$ cat config.mk
export PLATFORM = sky130hd
export DESIGN_NAME = slave_read
export DESIGN_NICKNAME = d
export VERILOG_FILES = /design/src/rtl/axi_pkg.sv /design/src/rtl/slave_read.sv
export SDC_FILE = /design/constraint.sdc
export NUM_CORES = 1
export LEC_CHECK = 0
export ABC_AREA = 1
export BUFFER_PORTS_ARGS = -buffer_cell sky130_fd_sc_hd__buf_2
export CAP_MARGIN = 20
export CORE_MARGIN = 10
export CORE_UTILIZATION = 45
export CTS_CLUSTER_DIAMETER = 80
export DETAILED_ROUTE_END_ITERATION = 7
export PLACE_DENSITY = 0.75
export SETUP_SLACK_MARGIN = 0.1
export SLEW_MARGIN = 5
export SYNTH_ARGS = -nofsm -noshare
export SYNTH_HDL_FRONTEND = slang
export SYNTH_SLANG_ARGS = --single-unit
$ cat constraint.sdc
create_clock -name clk -period 3.2 [get_ports clk]
set_clock_uncertainty 0.15 [all_clocks]
set_input_delay 0.32 -clock clk [delete_from_list [all_inputs] [get_ports clk]]
set_output_delay 0.32 -clock clk [all_outputs]
set_load 0.1 [all_outputs]
$ cat src/rtl/axi_pkg.sv
// Shared AXI read-side definitions: bus widths, FSM state encoding and
// response/burst constants used by the SRAM read slave.
`ifndef AXI_DEFINES_SV
`define AXI_DEFINES_SV
`define AXI_IDS_BITS  8
`define AXI_ADDR_BITS 32
`define AXI_LEN_BITS  4
`define AXI_SIZE_BITS 3
`define AXI_DATA_BITS 32
`endif

package axi_pkg;

  typedef enum logic [1:0] {
    IDLE = 2'd0,
    ADDR = 2'd1,
    WAIT = 2'd2,
    DATA = 2'd3
  } rd_state_e;

  localparam logic [1:0] RESP_OKAY   = 2'b00;
  localparam logic [1:0] RESP_SLVERR = 2'b10;

  localparam logic [1:0] BURST_FIXED = 2'b00;
  localparam logic [1:0] BURST_INCR  = 2'b01;

  // Only full 32-bit beats are served without error.
  localparam logic [`AXI_SIZE_BITS-1:0] SIZE_WORD = `AXI_SIZE_BITS'(2);

endpackage

$ cat src/rtl/slave_read.sv
// AXI read slave in front of a synchronous SRAM: one SRAM access per beat,
// ADDR -> WAIT -> DATA per beat, FIXED or incrementing word addresses.
module slave_read
  import axi_pkg::*;
#(
  parameter int SRAM_AW = 14
) (
  input  logic                       clk,
  input  logic                       rst,
  input  logic [`AXI_IDS_BITS-1:0]   ARID_S,
  input  logic [`AXI_ADDR_BITS-1:0]  ARADDR_S,
  input  logic [`AXI_LEN_BITS-1:0]   ARLEN_S,
  input  logic [`AXI_SIZE_BITS-1:0]  ARSIZE_S,
  input  logic [1:0]                 ARBURST_S,
  input  logic                       ARVALID_S,
  output logic                       ARREADY_S,
  output logic [`AXI_IDS_BITS-1:0]   RID_S,
  output logic [`AXI_DATA_BITS-1:0]  RDATA_S,
  output logic [1:0]                 RRESP_S,
  output logic                       RLAST_S,
  output logic                       RVALID_S,
  input  logic                       RREADY_S,
  output logic                       sram_cs,
  output logic                       sram_oe,
  output logic [SRAM_AW-1:0]         sram_addr,
  input  logic [31:0]                sram_dout
);

  rd_state_e                  state_q, state_d;
  logic                       arready_q, arready_d;
  logic [`AXI_IDS_BITS-1:0]   id_q, id_d;
  logic [SRAM_AW-1:0]         waddr_q, waddr_d;
  logic [`AXI_LEN_BITS-1:0]   len_q, len_d;
  logic [`AXI_LEN_BITS-1:0]   cnt_q, cnt_d;
  logic [`AXI_SIZE_BITS-1:0]  size_q, size_d;
  logic [1:0]                 burst_q, burst_d;
  logic [`AXI_DATA_BITS-1:0]  data_q, data_d;
  logic                       last_beat;
  logic                       in_data;
  logic                       unused_addr_bits;

  // Byte-lane bits and bits above the SRAM window do not select a word.
  assign unused_addr_bits = ^{ARADDR_S[`AXI_ADDR_BITS-1:SRAM_AW+2], ARADDR_S[1:0]};

  assign last_beat = (cnt_q == len_q);

  always_comb begin
    state_d = state_q;
    id_d    = id_q;
    waddr_d = waddr_q;
    len_d   = len_q;
    cnt_d   = cnt_q;
    size_d  = size_q;
    burst_d = burst_q;
    data_d  = data_q;
    unique case (state_q)
      IDLE: begin
        if (ARVALID_S && arready_q) begin
          id_d    = ARID_S;
          waddr_d = ARADDR_S[SRAM_AW+1:2];
          len_d   = ARLEN_S;
          size_d  = ARSIZE_S;
          burst_d = ARBURST_S;
          cnt_d   = '0;
          state_d = ADDR;
        end
      end
      ADDR: state_d = WAIT;
      WAIT: begin
        data_d  = sram_dout;
        state_d = DATA;
      end
      DATA: begin
        if (RREADY_S) begin
          if (last_beat) begin
            state_d = IDLE;
          end else begin
            // Reserved burst encodings behave like INCR; the word address wraps in the window.
            if (burst_q != BURST_FIXED) waddr_d = waddr_q + 1'b1;
            cnt_d   = cnt_q + 1'b1;
            state_d = ADDR;
          end
        end
      end
      default: state_d = IDLE;
    endcase
    arready_d = (state_d == IDLE);
  end

  always_ff @(posedge clk or negedge rst) begin
    if (!rst) begin
      state_q   <= IDLE;
      arready_q <= 1'b0;
      id_q      <= '0;
      waddr_q   <= '0;
      len_q     <= '0;
      cnt_q     <= '0;
      size_q    <= '0;
      burst_q   <= '0;
      data_q    <= '0;
    end else begin
      state_q   <= state_d;
      arready_q <= arready_d;
      id_q      <= id_d;
      waddr_q   <= waddr_d;
      len_q     <= len_d;
      cnt_q     <= cnt_d;
      size_q    <= size_d;
      burst_q   <= burst_d;
      data_q    <= data_d;
    end
  end

  assign in_data   = (state_q == DATA);
  assign ARREADY_S = arready_q;
  assign RVALID_S  = in_data;
  assign RDATA_S   = in_data ? data_q : '0;
  assign RID_S     = in_data ? id_q : '0;
  assign RRESP_S   = in_data ? ((size_q == SIZE_WORD) ? RESP_OKAY : RESP_SLVERR) : 2'b00;
  assign RLAST_S   = in_data && last_beat;
  assign sram_cs   = (state_q == ADDR) || (state_q == WAIT);
  assign sram_oe   = sram_cs;
  assign sram_addr = (state_q != IDLE) ? waddr_q : '0;

endmodule

# After elaboration in Yosys (flattened, before gate mapping)

Index checks and enable logic that the tools add are counted.

Register bits after elaboration: 70
Input port bits: 85
Output and inout port bits: 61
Word-level logic and storage cells: 49

$add $sub $neg: 2
Equal/unequal tests: 9
Mux-type cells: 18
Reduce and logical (&&, ||, !) cells: 11

Operators by type and width:

| cell                                                   | count |
|---|---|
| two-way mux 14 bit                                     | 5 |
| two-way mux 32 bit                                     | 1 |
| one-hot mux 14 bit (2 select lines)                    | 1 |
| adder 14 x 1 -> 14 bit (second input constant)         | 1 |
| two-way mux 4 bit                                      | 3 |
| two-way mux 2 bit                                      | 4 |
| two-way mux 8 bit                                      | 1 |
| one-hot mux 2 bit (4 select lines)                     | 1 |
| one-hot mux 4 bit (2 select lines)                     | 1 |
| inequality test 2 bit (second input constant)          | 3 |
| nonzero test 2 bit                                     | 3 |
| AND reduction 5 bit                                    | 1 |
| adder 4 x 1 -> 4 bit (second input constant)           | 1 |
| == test 2 bit (second input constant)                  | 2 |
| == test 4 bit                                          | 1 |
| logical NOT 2 bit                                      | 2 |
| AND reduction 4 bit                                    | 1 |
| == test 3 x 2 -> 1 bit (second input constant)         | 1 |
| == test 2 x 1 -> 1 bit (second input constant)         | 1 |
| logical AND 1 bit                                      | 2 |
| inequality test 2 x 1 -> 1 bit (second input constant) | 1 |
| AND reduction 2 bit                                    | 1 |
| logical OR 1 bit                                       | 1 |
| two-way mux 1 bit                                      | 1 |

# Depth between registers and ports, before layout

Gate-level depths: netlist (run 1).

Depth in word-level cells: 5
Mapped depth: 11
Depth with buffers taken out: 10

# Worst setup path after synthesis (run 1)

No wires, ideal clock.

Kind: reg2out
From: reg state_q[1]
To: out RDATA_S[0]
Arrival: 2626 ps
Required time: 2730 ps
Path slack: 104 ps
Stages on the path, launching flop included: 7
Buffers on the path: 3
Cells stage by stage: dfrtp_1 > ha_1 > buf_4 > buf_2 > buf_1 > nand2_1 > inv_1

Word-level cells in the longest chain between the ends: 2

RTL lines:

| element                | line              | RTL |
|---|---|---|
| start, declared        | slave_read.sv:29  | `rd_state_e state_q, state_d;` |
| start signal, assigned | slave_read.sv:102 | `state_q <= state_d;` |
| == test 2 bit          | slave_read.sv:114 | `assign in_data = (state_q == DATA);` |
| net RVALID_S           | slave_read.sv:21  | `output logic RVALID_S,` |
| two-way mux 32 bit     | slave_read.sv:117 | `assign RDATA_S = in_data ? data_q : '0;` |
| end, declared          | slave_read.sv:18  | `` output logic [`AXI_DATA_BITS-1:0] RDATA_S, `` |

The timed path passes the listed nets, and every way through them passes these cells.

# Worst setup path in the final report (run 1)

From: reg state_q[1]
To: out RDATA_S[8]

Word-level cells in the longest chain between the ends: 2

RTL lines:

| element            | line |
|---|---|
| == test 2 bit      | slave_read.sv:114 |
| two-way mux 32 bit | slave_read.sv:117 |

Every way passes these cells.

==> results of run 1 <==
## cell type report
cell class | count | area [µm²]
diodes | 2 | 5.00
clock buffers | 9 | 124
clock inverters | 7 | 73.8
fillers | 767 | 3490
inverters | 76 | 288
multi-input cells | 303 | 1650
flip-flops and latches | 70 | 1750
well taps | 105 | 131
repair buffers | 132 | 703
## through the flow
stage / cells / instance area, µm² / worst slack (ns) / util (%) / hold WS (ns)
2_1_floorplan: 469 / 3800 / 0.104 / - / -0.126
3_3_place_gp: 685 / 4510 / 0.922 / 54.9 / 0.260
3_5_place_dp: 685 / 4510 / 0.892 / 54.9 / 0.277
4_1_cts: 702 / 4720 / 0.516 / 57.5 / 0.0345
5_1_grt: 704 / 4730 / 0.380 / 57.5 / 0.0399
6_report: 704 / 4730 / 0.547 / 57.5 / 0.0543
## Yosys cell counts (2+ instances only)
cell,instances,area share [%]
nand4_1,4,0.66
dfrtp_1,70,46
buf_4,3,0.59
nor2_2,3,0.49
inv_1,73,7.2
nand3_1,26,3.4
a21oi_1,5,0.66
nor2_1,32,3.2
inv_2,2,0.20
ha_1,7,2.3
buf_2,7,0.92
buf_1,5,0.49
clkbuf_1,3,0.30
mux2_2,44,13
nand2_1,164,16
o21ai_0,6,0.79
## worst register-to-register path, cell delays in order (launching register included)
cell and delay, ns:
dfrtp_1 0.42, inv_1 0.14, ha_1 0.61, nand2_1 0.17, nand2_1 0.10, nor2_1 0.06, nand3_4 0.21, inv_4 0.12
nand2_1 0.08, nand2_1 0.05
## registers in the layout, summed over array words and instances, names as in the netlist
signal / flops
waddr_q: 14
data_q: 32
ARREADY_S: 1
size_q: 3
state_q: 2
id_q: 8
len_q: 4
cnt_q: 4
burst_q: 2
## layer usage
metal / vias up / global-route usage [%] / share of wire, %
li1: 1671 / - / -
met1: 1531 / 17.4 / 41
met2: 109 / 25.9 / 47
met3: 15 / 6.39 / 9.6
met4: 0 / 6.77 / 1.8
met5: - / 0 / 0
## final timing paths
kind,from,cells past startpoint,end
max in group asynchronous,rst,3,data_q[25]
max reg2reg,state_q[0],9,waddr_q[5]
min,sram_dout[6],2,data_q[6]
max,state_q[1],5,RDATA_S[8]
min in group asynchronous,rst,2,cnt_q[2]
min reg2reg,id_q[2],1,id_q[2]
## cells in the final DEF, fill, tap and decap left out, drive strengths merged, types with 2 or more instances in the layout
cell / synthesis / layout
buf: 16 / 131
dfrtp: 70 / 70
nand3: 28 / 28
clkinv: 0 / 4
nor2: 35 / 35
nand2: 164 / 164
o21ai: 6 / 6
diode: 0 / 2
clkbuf: 4 / 9
a21oi: 5 / 5
inv: 76 / 77
ha: 7 / 7
nand4: 4 / 4
mux2: 44 / 44
## logic make-up after synthesis
kind of cell | share of synthesized area (%)
and+or+nand+nor | 25.2
buffers and inverters | 10.5
DFF | 46.1
muxes | 13.3
AOI/OAI and AO/OA | 2.04
adders and majority gates | 2.30
xor gates and xnor gates | 0.461
other | 0.0987
==> metrics.md, run 1 <==
| Metric | Value |
|---|---|
| Layout cells sized above 1 | roughly a third |
| Critical Path RT | 2.73 ns |
| Row count | 33 |
| H-tree depth | 3 |
| Port bufs | ~130 |
| Worst slew pin tran | about 0.73 ns |
| ANT nets after route | 0 |
| Routed WL | 9670 µm |
| Startpoint types | flip-flop |
| Ports | 146 |
| Post-CTS setup buffers | 0 |
| Status | complete, no violations |
| Die area | ~13,000 µm² |
| DR vias/cell | between 4 and 5 |
| Crit path cell chain | ha_2, buf_12, nand2_1, inv_1, buf_2 |
| Vias in the first global route | ~3,600 |
| Longest Clk Path Bufs | 2 |
| Crit Path Class | flip-flop to output pin |
| Worst path slowest cell | ha_2 |
| Layout area overhead | 24.4% |
| Max-cap viol count | 0 |
| CTS tree | yes |
| Cts-stage hold buffer count | 1 |
| DIE HEIGHT | 112 µm |
| Die Width | 112 µm |
| Clk root buf | clkbuf_8 |
| GRT Total Usage | 15.7% |
| Clock Latency Late Sink | 0.34 ns |
| Slowest cell delay on critical path | 0.64 ns |
| Synth cell types | 31 |
| First-pass iteration count of the detailed router | 4 |
| Post-synth top flop | dfrtp_1 |
| Sequential area share after synthesis | 46.1% |
| Resized Gates After CTS | 0 |
| Drt drc | 0 |
| Routed vias | roughly 3,300 |
| Crit path max fanout | 31 |
| Core Region | 8220 µm² |
| Hold Crit Class | input pin to flip-flop |
| Sink Count | 70 |
| Wire per inst | 13.7 µm |
| Setup TNS | 0 ns |
| Syn Nets | 561 |
| Post-DP HPWL | 7300 µm |
| Initial drt markers | 162 |
| CP arrival | roughly 2.2 ns |
| Layout net count | 684 |
| Max Transition Viols Final | 0 |
| Avg Cell Area, Syn | 8.10 µm² |
| Cells after Synth | ~470 |
| Initial antenna violation count | 2 |
| Cell area after synthesis | 3800 µm² |
| Placer Congestion | 0.840 |
| Sum of buffers and inverters on the critical path | 3 |
| Number of synthesized flops with an enable pin | 0 |
| Initial Util | 46.2% |
| Clk pin slew, worst setup/hold paths | 0.08 ns |
| Final setup violation count | 0 |
| CTS buffer count | 9 |
| Largest net degree at the start of global routing | 41 |
| Period Utilization, post-route | between 80 and 90% |
| Ys async rst share | 100% |
| CP Capture Type | output pin |
| RSZ-0062 raised after global routing | no |
| Seq cells post-synth | 70 |
| CP delay by family, top | buffers and inverters |
| Fmax | 0.377 GHz |
| Overflow after GRT | 0 |
| Slew margin rel. | 51.5% |
| First-pass GRT wire length | about 17,000 µm |
| Crit path time final | 2.65 ns |
| Final hold vios | 0 |
| Flop2flop setup slack | 0.98 ns |
| Synth Warn # | 0 |
Power of run 1 is left out: the tool's default activity adds up to more than one toggle a clock period on the data nets, which glitch-free logic cannot reach.
==> inputs of run 2 (changes only) <==
Settings changed: PLACE_DENSITY 0.75 to 0.78.
Clock period 3.2 ns to 2.4 ns, I/O delays scaled along.
==> run 2 against run 1 <==
Against the previous run: clock-buffer cell count unchanged; global-route usage up 2.3 points; register-to-register slack got worse by 0.46 ns; critical path depth did not move; sequential cell count did not move; utilization up 16 points; final cell count up 6.7%; critical path type unchanged; via count increased by 7.1%; wire length up 19%; critical endpoint is now RDATA_S[2]; die area unchanged.
==> metrics.md, run 2 (synthesis results as in run 1) <==
| Metric | Value |
|---|---|
| Status | complete, no violations |
| Crit path time final | 2.21 ns |
| Flop2flop setup slack | 0.52 ns (-0.46 ns) |
| Clock Latency Late Sink | 0.34 ns (about the same) |
| H-tree depth | 3 (unchanged) |
| Sum of buffers and inverters on the critical path | 3 (unchanged) |
| Critical Path RT | 2.01 ns (-0.72 ns) |
| Setup TNS | 0 ns (unchanged) |
| Drt drc | 0 (unchanged) |
| Routed WL | 11,500 µm (+19%) |
| Layout cells sized above 1 | 37.8% (+4.1 points) |
| Clk pin slew, worst setup/hold paths | 0.07 ns (about the same) |
| Startpoint types | flip-flop |
| Hold Crit Class | input pin to flip-flop |
| Initial Util | 46.2% (unchanged) |
| Diode count | 0 (-2) |
| Overflow after GRT | 0 (unchanged) |
| Row count | 33 (unchanged) |
| Ports | 146 (unchanged) |
| CTS tree | yes |
| Dpl cell area | 5330 µm² (+18%) |
| Final Cell Area | 6070 µm² (+28%) |
| Commonest non-fill, non-tap cell in the layout | nand2_1 |
| Max Transition Viols Final | 0 (unchanged) |
| Final WS setup | 0.192 ns (-0.355 ns) |
| Vias in the first global route | 3,710 (+3.7%) |
| CP Capture Type | output pin |
| Post-CTS setup buffers | 0 (unchanged) |
| Worst path slowest cell | dfrtp_1 |
| Worst slew pin tran | 0.714 ns (-0.0141 ns) |
| DR vias/cell | 4.74 (+0.42%) |
| Sink Count | 70 (unchanged) |
| Slew margin rel. | 52.4% (+0.94 points) |
| CP arrival | 1.82 ns (-0.36 ns) |
| First-pass iteration count of the detailed router | 4 (unchanged) |
| RSZ-0062 raised after global routing | no |
| Crit path max fanout | 30 (-3.2%) |
| Routed vias | 3,563 (+7.1%) |
| Largest registers | data_q (32), waddr_q (14), id_q (8) |
| Pre-CTS WS | 0.485 ns (-0.406 ns) |
| Fmax | 0.453 GHz |
| Layout area overhead | 59.7% |
| Die Width | 112 µm (unchanged) |
| GRT Total Usage | 18.0% (+2.3 points) |
| DIE HEIGHT | 112 µm (unchanged) |
| Wire per inst | 15.4 µm (+12%) |
| ANT nets after route | 0 (unchanged) |
| Core Region | 8220 µm² (unchanged) |
| Final setup violation count | 0 (unchanged) |
| Longest Clk Path Bufs | 2 (unchanged) |
| Initial antenna violation count | 0 (-2) |
| Largest Register | data_q |
| Max FFs per register | 32 (unchanged) |
| DP Cell Count | 687 (+0.29%) |
| Placer Congestion | 0.891 (+6.1%) |
| Crit path cell chain | ha_2, buf_6, nand2_1, clkinvlp_4, buf_12 |
| Layout net count | 733 (+7.2%) |
| Period Utilization, post-route | 92.0% |
| Clk root buf | clkbuf_8 |
| Final Non-Filler Cells | 751 (+6.7%) |
| FILL cells | 565 (-26%) |
| Post-DP HPWL | 7750 µm (+6.2%) |
| Largest net degree at the start of global routing | 42 (+2.4%) |
| Max-cap viol count | 0 (unchanged) |
| CTS buffer count | 9 (unchanged) |
| CP delay by family, top | buffers and inverters |
| Slowest cell delay on critical path | 0.42 ns (-0.22 ns) |
| Die area | 12,500 µm² (unchanged) |
| First-pass GRT wire length | 18,500 µm (+11%) |
| Most frequent cells in the layout | nand2_1 (164), dfrtp_1 (70), buf_2 (69) |
| Initial drt markers | 131 (-19%) |
| Port bufs | 126 (unchanged) |
| Final hold vios | 0 (unchanged) |
| Crit Path Class | flip-flop to output pin |
run 2: changes by cell type in the layout (fill, tap and decap cells not counted), moves of 2 or more:
cell,delta
buf_12,+43
buf_2,-57
buf_4,+2
buf_6,+2
clkbuf_4,+12
clkinvlp_4,+41
diode_2,-2
dlygate4sd3_1,+47
inv_1,-41
run 2: final cells by class:
type	instances	area, µm²	share of cell area [%]
clock buffer	9	124	2.04
inverter	76	438	7.22
multi-input combinational	303	1650	27.2
sequential	70	1750	28.9
clock inverter	7	97.6	1.61
tap	105	131	2.16
timing repair buffer	181	1880	30.9
run 2: worst paths after layout:
path,from,to,depth (start not counted)
setup / recovery,state_q[1],RDATA_S[2],5
max in group asynchronous,rst,cnt_q[3],3
min in group asynchronous,rst,waddr_q[9],2
hold reg to reg,waddr_q[13],waddr_q[13],2
hold / removal,ARLEN_S[1],len_q[1],3
setup reg to reg,state_q[0],waddr_q[4],9
run 2: timing repair:
action / CTS / global route
hold buffers: 48 / 0
endpoints found under the setup margin: 1 / 50
resized for setup: 1 / 16
cloned: 0 / 0
endpoints found under the hold margin: 76 / 0
run 2: stage by stage:
step	hold WS (ns)	utilization (%)
5_1_grt	0.0167	73.9
3_3_place_gp	0.161	64.8
3_5_place_dp	0.177	64.8
2_1_floorplan	-0.206	-
6_report	0.00656	73.9
4_1_cts	0.000209	73.4
run 2: per-layer routing:
layer / vias to the layer above / track usage, % / wire length (µm)
li1: 1765 / - / -
met1: 1676 / 18.1 / 4120
met2: 110 / 33.6 / 6410
met3: 12 / 6.01 / 827
met4: 0 / 6.00 / 174
met5: - / 0 / 0
run 2: worst reg2reg max path, delay by kind of cell (launching register included):
| kind | cells | cell delay [ns] |
|---|---|---|
| simple gates | 6 | 0.70 |
| flops | 1 | 0.41 |
| buf+inv | 2 | 0.32 |
| fa+ha+maj | 1 | 0.25 |
Power of run 2 is left out for the same reason.
